===== src/rtl/axi_slave_write_engine.sv =====
`default_nettype none
// ============================================================================
// Module : axi_slave_write_engine
// Brief  : AXI4 slave write path with AW queue, FIXED/INCR/WRAP burst
//          sequencing onto a backend write port, and OKAY/SLVERR responses.
// Rev    : 1.0
// ============================================================================
module axi_slave_write_engine #(
    parameter int unsigned  ADDR_W    = 32,
    parameter int unsigned  DATA_W    = 32,
    parameter int unsigned  ID_W      = 12,
    parameter int unsigned  AW_DEPTH  = 2,
    parameter logic [31:0]  MEM_BASE  = 32'h0,
    parameter logic [31:0]  MEM_BYTES = 32'h1000,
    localparam int unsigned STRB_W    = DATA_W / 8
) (
    input  logic              clk,
    input  logic              s_axi_aresetn,
    input  logic [ID_W-1:0]   s_axi_awid,
    input  logic [ADDR_W-1:0] s_axi_awaddr,
    input  logic [7:0]        s_axi_awlen,
    input  logic [2:0]        s_axi_awsize,
    input  logic [1:0]        s_axi_awburst,
    input  logic              s_axi_awvalid,
    output logic              s_axi_awready,
    input  logic [DATA_W-1:0] s_axi_wdata,
    input  logic [STRB_W-1:0] s_axi_wstrb,
    input  logic              s_axi_wlast,
    input  logic              s_axi_wvalid,
    output logic              s_axi_wready,
    output logic [ID_W-1:0]   s_axi_bid,
    output logic [1:0]        s_axi_bresp,
    output logic              s_axi_bvalid,
    input  logic              s_axi_bready,
    output logic              mem_wr_en,
    output logic [ADDR_W-1:0] mem_wr_addr,
    output logic [DATA_W-1:0] mem_wr_data,
    output logic [STRB_W-1:0] mem_wr_strb,
    input  logic              mem_wr_ready,
    output logic              tx_wactive,
    output logic              tx_bwait
);

    localparam int unsigned       c_ptr_w    = (AW_DEPTH > 1) ? $clog2(AW_DEPTH) : 1;
    localparam int unsigned       c_cnt_w    = c_ptr_w + 1;
    localparam logic [c_cnt_w-1:0] c_depth   = c_cnt_w'(AW_DEPTH);
    localparam logic [2:0]        c_max_size = 3'($clog2(STRB_W));
    localparam logic [ADDR_W-1:0] c_base     = ADDR_W'(MEM_BASE);
    localparam logic [ADDR_W-1:0] c_bytes    = ADDR_W'(MEM_BYTES);
    localparam logic [1:0]        c_fixed    = 2'b00;
    localparam logic [1:0]        c_incr     = 2'b01;
    localparam logic [1:0]        c_wrap     = 2'b10;

    typedef struct packed {
        logic [ID_W-1:0]   id;
        logic [ADDR_W-1:0] addr;
        logic [7:0]        len;
        logic [2:0]        size;
        logic [1:0]        burst;
    } aw_req_t;

    typedef enum logic [1:0] {
        S_IDLE = 2'd0,
        S_LOAD = 2'd1,
        S_DATA = 2'd2,
        S_RESP = 2'd3
    } state_t;

    aw_req_t              aw_mem_q [AW_DEPTH];
    logic [c_ptr_w-1:0]   wr_ptr_q, wr_ptr_d, rd_ptr_q, rd_ptr_d;
    logic [c_cnt_w-1:0]   count_q, count_d;
    logic                 awready_q, awready_d;

    state_t               state_q, state_d;
    logic [ID_W-1:0]      id_q, id_d;
    logic [ADDR_W-1:0]    addr_q, addr_d;
    logic [7:0]           len_q, len_d;
    logic [2:0]           size_q, size_d;
    logic [1:0]           burst_q, burst_d;
    logic [7:0]           beat_cnt_q, beat_cnt_d;
    logic                 err_q, err_d;

    logic                 aw_push, aw_pop;
    aw_req_t              aw_in, aw_head;
    logic [ADDR_W-1:0]    bytes, aligned, incr_addr, wrap_mask, next_addr;
    logic                 in_window, wready_int, beat, last_cnt, wr_en;

    always_comb begin
        aw_in    = '{id: s_axi_awid, addr: s_axi_awaddr, len: s_axi_awlen,
                     size: s_axi_awsize, burst: s_axi_awburst};
        aw_head  = aw_mem_q[rd_ptr_q];
        aw_push  = s_axi_awvalid & awready_q;
        aw_pop   = (state_q == S_IDLE) & (count_q != '0);
        wr_ptr_d = aw_push ? wr_ptr_q + c_ptr_w'(1) : wr_ptr_q;
        rd_ptr_d = aw_pop  ? rd_ptr_q + c_ptr_w'(1) : rd_ptr_q;
        count_d  = count_q + c_cnt_w'(aw_push) - c_cnt_w'(aw_pop);
        // Registered so awready stays low through reset and rises on the first edge after it.
        awready_d = (count_d != c_depth);
    end

    always_comb begin
        bytes     = {{(ADDR_W-1){1'b0}}, 1'b1} << size_q;
        aligned   = addr_q & ~(bytes - 1'b1);
        incr_addr = aligned + bytes;
        wrap_mask = ((ADDR_W'(len_q) + 1'b1) << size_q) - 1'b1;
        unique case (burst_q)
            c_fixed: next_addr = addr_q;
            c_incr:  next_addr = incr_addr;
            c_wrap:  next_addr = (addr_q & ~wrap_mask) | (incr_addr & wrap_mask);
            default: next_addr = addr_q;
        endcase
        in_window  = (addr_q >= c_base) && ((addr_q - c_base) < c_bytes);
        // An errored burst drains its W beats without waiting on the backend.
        wready_int = err_q | mem_wr_ready;
        beat       = (state_q == S_DATA) & s_axi_wvalid & wready_int;
        last_cnt   = (beat_cnt_q == len_q);
        wr_en      = beat & ~err_q & in_window;
    end

    always_comb begin
        state_d    = state_q;
        id_d       = id_q;
        addr_d     = addr_q;
        len_d      = len_q;
        size_d     = size_q;
        burst_d    = burst_q;
        beat_cnt_d = beat_cnt_q;
        err_d      = err_q;
        unique case (state_q)
            S_IDLE: begin
                if (aw_pop) begin
                    id_d       = aw_head.id;
                    addr_d     = aw_head.addr;
                    len_d      = aw_head.len;
                    size_d     = aw_head.size;
                    burst_d    = aw_head.burst;
                    beat_cnt_d = '0;
                    err_d      = 1'b0;
                    state_d    = S_LOAD;
                end
            end
            S_LOAD: begin
                err_d   = (burst_q == 2'b11) || (size_q > c_max_size) ||
                          ((burst_q == c_wrap) &&
                           !(len_q inside {8'd1, 8'd3, 8'd7, 8'd15}));
                state_d = S_DATA;
            end
            S_DATA: begin
                if (beat) begin
                    beat_cnt_d = beat_cnt_q + 8'd1;
                    addr_d     = next_addr;
                    if (!in_window || (s_axi_wlast != last_cnt)) begin
                        err_d = 1'b1;
                    end
                    if (s_axi_wlast || last_cnt) begin
                        state_d = S_RESP;
                    end
                end
            end
            S_RESP: begin
                if (s_axi_bready) begin
                    state_d = S_IDLE;
                end
            end
            default: state_d = S_IDLE;
        endcase
    end

    always_ff @(posedge clk) begin
        if (aw_push) begin
            aw_mem_q[wr_ptr_q] <= aw_in;
        end
    end

    always_ff @(posedge clk or negedge s_axi_aresetn) begin
        if (!s_axi_aresetn) begin
            wr_ptr_q   <= '0;
            rd_ptr_q   <= '0;
            count_q    <= '0;
            awready_q  <= 1'b0;
            state_q    <= S_IDLE;
            id_q       <= '0;
            addr_q     <= '0;
            len_q      <= '0;
            size_q     <= '0;
            burst_q    <= '0;
            beat_cnt_q <= '0;
            err_q      <= 1'b0;
        end else begin
            wr_ptr_q   <= wr_ptr_d;
            rd_ptr_q   <= rd_ptr_d;
            count_q    <= count_d;
            awready_q  <= awready_d;
            state_q    <= state_d;
            id_q       <= id_d;
            addr_q     <= addr_d;
            len_q      <= len_d;
            size_q     <= size_d;
            burst_q    <= burst_d;
            beat_cnt_q <= beat_cnt_d;
            err_q      <= err_d;
        end
    end

    assign s_axi_awready = awready_q;
    assign s_axi_wready  = (state_q == S_DATA) & wready_int;
    assign s_axi_bvalid  = (state_q == S_RESP);
    assign s_axi_bid     = (state_q == S_RESP) ? id_q : '0;
    assign s_axi_bresp   = ((state_q == S_RESP) && err_q) ? 2'b10 : 2'b00;
    assign mem_wr_en     = wr_en;
    assign mem_wr_addr   = (state_q == S_DATA) ? addr_q : '0;
    assign mem_wr_data   = (state_q == S_DATA) ? s_axi_wdata : '0;
    assign mem_wr_strb   = (state_q == S_DATA) ? s_axi_wstrb : '0;
    assign tx_wactive    = (state_q == S_DATA);
    assign tx_bwait      = (state_q == S_RESP);

endmodule
`default_nettype wire


===== config.mk =====
export PLATFORM = sky130hd
export DESIGN_NAME = axi_slave_write_engine
export DESIGN_NICKNAME = d
export VERILOG_FILES = /design/src/rtl/axi_slave_write_engine.sv
export SDC_FILE = /design/constraint.sdc
export NUM_CORES = 1
export LEC_CHECK = 0
export ABC_CLOCK_PERIOD_IN_PS = 3400
export BUFFER_PORTS_ARGS = -buffer_cell sky130_fd_sc_hd__buf_2
export CAP_MARGIN = 20
export CORE_UTILIZATION = 53
export CTS_BUF_LIST = sky130_fd_sc_hd__clkbuf_8
export DETAILED_ROUTE_END_ITERATION = 8
export PLACE_DENSITY = 0.79
export SYNTH_ARGS = -nofsm -noshare
export SYNTH_HDL_FRONTEND = slang
export SYNTH_SLANG_ARGS = --single-unit

===== constraint.sdc =====
create_clock -name clk -period 3.4 [get_ports clk]
set_clock_uncertainty 0.05 [all_clocks]
set_input_delay 0.17 -clock clk [delete_from_list [all_inputs] [get_ports clk]]
set_output_delay 0.17 -clock clk [all_outputs]
set_load 0.01 [all_outputs]

* Word level (Yosys, flattened, before mapping)
Memories as Yosys holds them, arrays and structs flattened.
Index checks and enable logic that the tools add are counted.
Widths: inputs -> output; s select.
** Storage, ports and cells
- Register bits :: 73
- Bits in writable memories :: 114
- Input port bits :: 100
- Logic and storage cells :: 103
- Memories :: 1
** Memories
- aw_mem_q :: words 2, bits a word 57, rd ports 1, clocked after Yosys merged registers in 0, wr ports 1, RTL line 69 : aw_req_t aw_mem_q [AW_DEPTH];
** Operators by class
- Add/sub/neg operators :: 9
- $lt $le $gt $ge :: 3
- Equal/unequal tests :: 19
- Shifts and indexed selects :: 2
- Mux-type cells :: 23
- Bitwise logic cells :: 15
- Reduce and logical (&&, ||, !) cells :: 19
** Operator list (number)
- $mux 32 :: 4
- $pmux 32 s2 :: 2
- $and 32x32->32 :: 3
- $not 32->32 :: 2
- $sub 32x1->32 const B :: 2
- $add 32x32->32 :: 1
- $ge 32x1->1 const B :: 1
- $lt 32x13->1 const B :: 1
- $or 32x32->32 :: 1
- $shl 1x3->32 const A :: 1
- $shl 9x3->32 :: 1
- $mux 8 :: 2
- $pmux 8 s2 :: 1
- $mux 12 :: 1
- $reduce_and 4->1 :: 3
- $mux 2 :: 5
- $add 8x1->9 const B :: 1
- $add 8x1->8 const B :: 1
- $eq 2x2->1 const B :: 4
- $eq 8x1->1 const B :: 1
- $eq 8x2->1 const B :: 1
- $eq 8x3->1 const B :: 1
- $eq 8x4->1 const B :: 1
- $eq 8x8->1 :: 1
- other kinds (25) :: 48

* Longest topological paths before layout
Gate-level depths: netlist of run 1.
- Word-level depth :: 10
- Gate-level depth with buffers :: 16

* Least setup slack after synthesis of run 1
No wires, ideal clock.
- Path type :: register to register
- Start :: register size_q[2]
- End :: register (tool-made name)
- Setup time :: 0.132 ns
- Arrival time :: 3.437 ns
- Required time :: 3.218 ns
- Setup slack :: -0.220 ns
- Cell stages (with the launch flop) :: 15
- Period minus slack after synthesis :: 3.620 ns
- Cell sequence :: dfrtp_1 buf_2 buf_1 clkbuf_1 buf_1 nand3_1 ha_1 o41ai_1 o32ai_1 a31oi_1 or2_1 or3_1 or2_2 a211oi_1 o22ai_1
** RTL lines
- start: declaration :: RTL line 78 : logic [2:0] size_q, size_d;
- start signal: assignment :: RTL line 198 : size_q <= size_d;

==> impl_metrics.toml, run 1 <==
[die]
ios = 188
die_area_sq_um = 20400
rows = 51
die_height_microns = 143
die_w_microns = 143
start_util = 0.541
core_sq_um = 19500

[critical_path]
critPathArrivalTime_ns = 3.53
worstRegToRegCells = 12
reg2reg_setup_slack_ns = 0.16
worstReg2RegStart = "len_q[0]$_DFFE_PN0P_"
critPathTopFamily = "simple AND/OR/NAND/NOR gates"
crit_buf_inv = 2
startpoint_type = "flop"
cp_max_fo = 12
startpoint = "len_q[0]$_DFFE_PN0P_"
cp-end-kind = "flop"
slowest_delay_ns = 0.40
required_ns = 3.70
path_cells = "buf_4 > ha_1 > nor2_1 > o21ai_0 > a221oi_1 > nor2_1 > and4bb_4 > and4b_1 > buf_4 > a21oi_4 > nand2b_2 > o22ai_1"
path_class = "reg2reg"
cpMaxStageDelayCell = "dfrtp_1"

[drt]
first_pass_iters = 6
num_vias = 9155
vias_per_cell = 5.88
routed_wirelength_microns = 29100
ant_nets = 0
drt_iter0_drc = 636
drc = 0
routedWlPerCell_microns = 18.7

[outcome]
status = "complete, no violations"

[synth]
syn_inst = 1022
synth.top_cells.by_count = "edfxtp_1, nand2_1, and2_1"
ys_ff_latch = 187
synth_nets = 1138
synthesis.area_sq_um = 10500
syn_avg_cell_area_sq_um = 10.3
yosysWarningCount = 0
yosys.area.top_type = "edfxtp_1"
synth_edf_count = 114
ys_seq_area_frac = 0.498
ys_top_cells_by_area = "edfxtp_1, dfrtp_1, mux2i_1, and2_1, nand2_1"
ys.flop_type = "edfxtp_1"
asyncSetResetFlopFracSynth = 0.390
synth.distinct_cells = 91
synth.most_common_cell = "edfxtp_1"
synth.top_cell.area_share = 0.325

[global_routing]
grt_usage = 0.290
grt_pass1_vias = 8640
grt_antenna_before_repair = 0
gr-total-overflow = 0
grt_max_degree = 81
grt_pass1_wl_microns = 45100

[timing]
slew_viol_final = 0
hold_viol_final = 0
layout_min_cycle_time_ns = 3.24
rsz0062_at_grt = "yes"
worst_pin_slew_ns = 0.904
setup_ws_ns = 0.165
period_share = 0.952
setup_viol = 0
slew_headroom = 0.398
clock.fmax_mhz = 309

[final_layout]
multiInputGateArea_sq_um = 4890
final-seq-area_sq_um = 5250
nFillCells = 1442
drive_above_1_share = 0.255
final_nets = 1394
final_util = 0.670
area_growth_pct = 23.9
diodes = 0

[placement]
place_congestion = 0.921
dp_hpwl_microns = 20000
buffer_ports.inserted = 186
place_worst_setup_slack_ns = 0.173

[pwr]
p_sw_w = 0.00584
clkPwrFrac = 0.131
combPwrFrac = 0.562
p_int_w = 0.00654
leakagePower_nw = 5.57
ir_drop_mv = 0.449
report.power.total_w = 0.0124
p_per_area_nw_per_um2 = 949
pwr-share-seq = 0.307
swShare = 0.472

[hold_path]
whs_path_depth = 3
min-delay-start = "s_axi_awvalid"
min_to = "wr_ptr_q$_DFFE_PN0P_"
hp-class = "in2reg"

[clock_network]
numCtsBuffers = 17
clkSlewWorstSetupHoldPaths_ns = 0.13
clock_sinks = 187
clk_latency_ns = 0.49
root_buffer = "clkbuf_8"
cts_htree_levels = 4
cts_tree = "yes"
clockBufferDepth = 2

[job]
drv_cap = 0
## worst register-to-register path, delay by kind of cell, from the launching register on
kind,cells,cell delay (ns)
simple gates,5,1.07
flops,1,0.40
fa+ha+maj,1,0.34
buf+inv,2,0.34
compound gates,4,0.88
## cells by family after synthesis
| family | synth area share |
|---|---|
| compound gates | 0.160 |
| xor+xnor | 0.0356 |
| fa+ha+maj | 0.0190 |
| buf+inv | 0.0411 |
| flops | 0.498 |
| mux | 0.0564 |
| other cells | 0.000356 |
| simple gates | 0.189 |
## repair_timing
action | CTS | global route
setup endpoints to repair | 0 | 15
hold buffers | 59 | 0
buffers inserted | 0 | 1
endpoints found under the hold margin | 151 | 0
resized for setup | 0 | 6
## per-layer routing
metal  vias up  GRT usage  share of wire  wire [microns]
met3        50     0.0466          0.066            1920
li1       4284          -              -               -
met1      4409      0.392           0.43           12400
met5         -          0              0               0
met4         0      0.109          0.026             757
met2       412      0.471           0.48           14000
## power groups by stage
stage,registers (W),clock network [W],logic (W)
global placement,0.00378,0,0.00656
detailed placement,0.00382,0,0.00663
finish,0.00380,0.00163,0.00696
CTS,0.00377,0.00163,0.00673
global route,0.00388,0.00171,0.00755
floorplan,0.00354,0,0.00475
## cells in the final DEF (no fill, tap or decap), types with 19 or more instances in the layout
cell / instances
buf_2: 186
inv_1: 29
a211oi_1: 23
edfxtp_1: 114
nand2_1: 88
dfrtp_1: 70
a21oi_1: 48
xor2_1: 22
nor2_1: 73
xnor2_1: 19
and2_1: 75
mux2i_1: 47
dlygate4sd3_1: 59
nand3_1: 32
o21ai_0: 58
buf_4: 55
## cell type report
cell class / count / area share
clock inverters: 15 / 0.0171
repair buffers: 303 / 0.153
clock buffers: 17 / 0.0179
flip-flops and latches: 187 / 0.403
inverters: 30 / 0.00863
multi-input cells: 739 / 0.375
well taps: 265 / 0.0254
## stage by stage
stage	setup TNS (ns)	hold WS [ns]	cell area (sq um)	std cells
2_1_floorplan	0	-0.176	10500	1022
3_3_place_gp	0	0.0713	11900	1463
3_5_place_dp	0	0.0734	11900	1463
4_1_cts	0	0.0135	13000	1554
5_1_grt	-0.0345	0.0519	13000	1556
6_report	0	0.0366	13000	1556
## how the worst max path moves through the flow
stage	end	slack, ns	cells after the start
after floorplan	flop	0.03	16
after global placement	flop	0.23	11
after detailed placement	flop	0.17	11
after CTS	flop	0.11	11
after global routing	flop	-0.03	12
final	flop	0.16	12
(Power assumes the default switching activity.)
==> inputs of run 2 (changes only) <==
==> constraint.sdc (replaced) <==
create_clock -name clk -period 3.4 [get_ports clk]
set_clock_uncertainty 0.05 [all_clocks]
set_input_delay 0.34 -clock clk [delete_from_list [all_inputs] [get_ports clk]]
set_output_delay 0.34 -clock clk [all_outputs]
set_load 0.01 [all_outputs]
==> run 2 against run 1 <==
  * Die area is the same
  * Critical path type unchanged
  * Clock-buffer cell count is the same
  * Cell area is essentially flat
  * Combinational power shrank 1%
  * Critical path depth grew 1
  * First-iteration DRC count grew 43%
==> impl_metrics.toml, run 2 (synthesis gave the netlist of run 1 again) <==
[pwr]
combPwrFrac = 0.556
ir_drop_mv = 0.468
p_sw_w = 0.00583
pwr-share-seq = 0.313
clkPwrFrac = 0.131
report.power.total_w = 0.0124
leakagePower_nw = 5.55
p_int_w = 0.00654
swShare = 0.471
p_per_area_nw_per_um2 = 948

[outcome]
status = "complete, no violations"

[global_routing]
grt_usage = 0.289
grt_pass1_vias = 8612
gr-total-overflow = 0
grt_pass1_wl_microns = 45100
grt_antenna_before_repair = 0
grt_max_degree = 82

[clock_network]
clock_sinks = 187
clk_latency_ns = 0.49
numCtsBuffers = 17
root_buffer = "clkbuf_8"
clkSlewWorstSetupHoldPaths_ns = 0.12
clockBufferDepth = 2
cts_tree = "yes"
cts_htree_levels = 4

[timing]
layout_min_cycle_time_ns = 3.26
hold_slack_ns = 0.114
rsz0062_at_grt = "yes"
worst_pin_slew_ns = 0.953
setup_viol = 0
hold_viol_final = 0
slew_viol_final = 0
setup_tns_ns = 0
period_share = 0.958
clock.fmax_mhz = 307
slew_headroom = 0.364

[final_layout]
area_growth_pct = 23.9
multiInputGateArea_sq_um = 4920
mostFrequentLayoutCell = "buf_2"
final-seq-area_sq_um = 5260
final_util = 0.670
layout_common_cells = "buf_2, edfxtp_1, nand2_1"
nFillCells = 1444
drive_above_1_share = 0.262
final_nets = 1395
diodes = 0

[die]
rows = 51
ios = 188
die_height_microns = 143
die_area_sq_um = 20400
core_sq_um = 19500
start_util = 0.541
die_w_microns = 143

[critical_path]
required_ns = 3.72
cp-end-kind = "flop"
startpoint_type = "flop"
path_class = "reg2reg"
critPathArrivalTime_ns = 3.57
cp_max_fo = 7

[drt]
drt_iter0_drc = 910
vias_per_cell = 5.90
routed_wirelength_microns = 29100
first_pass_iters = 6
dr_wl_met2_microns = 14000
highest_layer = "met4"
drt-met1-wl_microns = 12600
ant_nets = 0
routedWlPerCell_microns = 18.7
num_vias = 9187
dr_wl_met3_microns = 1930
drc = 0

[placement]
buffer_ports.inserted = 186
place_congestion = 0.972
dp_hpwl_microns = 20200

[job]
drv_cap = 0

[hold_path]
hp-class = "in2reg"
[run 2: final timing paths]
| check | slack (ns) | from | to | cells past startpoint |
|---|---|---|---|---|
| min in group asynchronous | 0.50 | s_axi_aresetn | id_q[10]$_DFFE_PN0P_ | 2 |
| worst min-delay path | 0.11 | s_axi_wvalid | beat_cnt_q[1]$_DFFE_PN0P_ | 3 |
| worst min register to register | 0.43 | id_q[7]$_DFFE_PN0P_ | id_q[7]$_DFFE_PN0P_ | 2 |
| worst max-delay path | 0.14 | size_q[1]$_DFFE_PN0P_ | flop | 13 |
| worst max register to register | 0.14 | size_q[1]$_DFFE_PN0P_ | flop | 13 |
| max in group asynchronous | 2.05 | s_axi_aresetn | asynchronous set/reset pin | 3 |
[run 2: timing repair]
item	in CTS	in global routing
buffers inserted	0	2
gates resized for setup	0	16
hold endpoints to repair	151	0
hold buffers	58	0
setup endpoints to repair	0	24
[run 2: area by class of cell]
type,count,share of cell area
repair buffers,304,0.151
clock buffers,17,0.0179
inverters,30,0.00863
flip-flops and latches,187,0.403
multi-input cells,739,0.377
clock inverters,15,0.0162
well taps,265,0.0254
[run 2: metal layers]
metal,vias to the layer above,global-route usage
met4,0,0.0928
met3,50,0.0490
li1,4280,-
met1,4470,0.393
met5,-,0
met2,387,0.472
[run 2: metrics by stage]
stage | instance area [sq um] | cells | setup WS, ns
2_1_floorplan | 10500 | 1022 | 0.0332
3_3_place_gp | 11900 | 1465 | 0.0640
3_5_place_dp | 11900 | 1465 | 0.0582
4_1_cts | 13000 | 1555 | 0.00918
5_1_grt | 13000 | 1557 | -0.00192
6_report | 13000 | 1557 | 0.143
[run 2: power by group through the flow]
stage	Sequential, W	Combinational, W	Clock (W)
floorplan	0.00354	0.00475	0
global placement	0.00385	0.00650	0
detailed placement	0.00388	0.00659	0
CTS	0.00384	0.00669	0.00163
global route	0.00395	0.00751	0.00171
finish	0.00388	0.00687	0.00162
[run 2: critical path: stages, from the launching register on]
cell	delay, ns
dfrtp_2	0.47
inv_1	0.12
nand2_1	0.13
nor2_1	0.15
ha_1	0.22
a21oi_1	0.05
o32ai_1	0.25
a21o_1	0.19
a31oi_1	0.13
or2_1	0.27
or3_1	0.40
or2_2	0.31
a211oi_1	0.27
o22ai_1	0.12
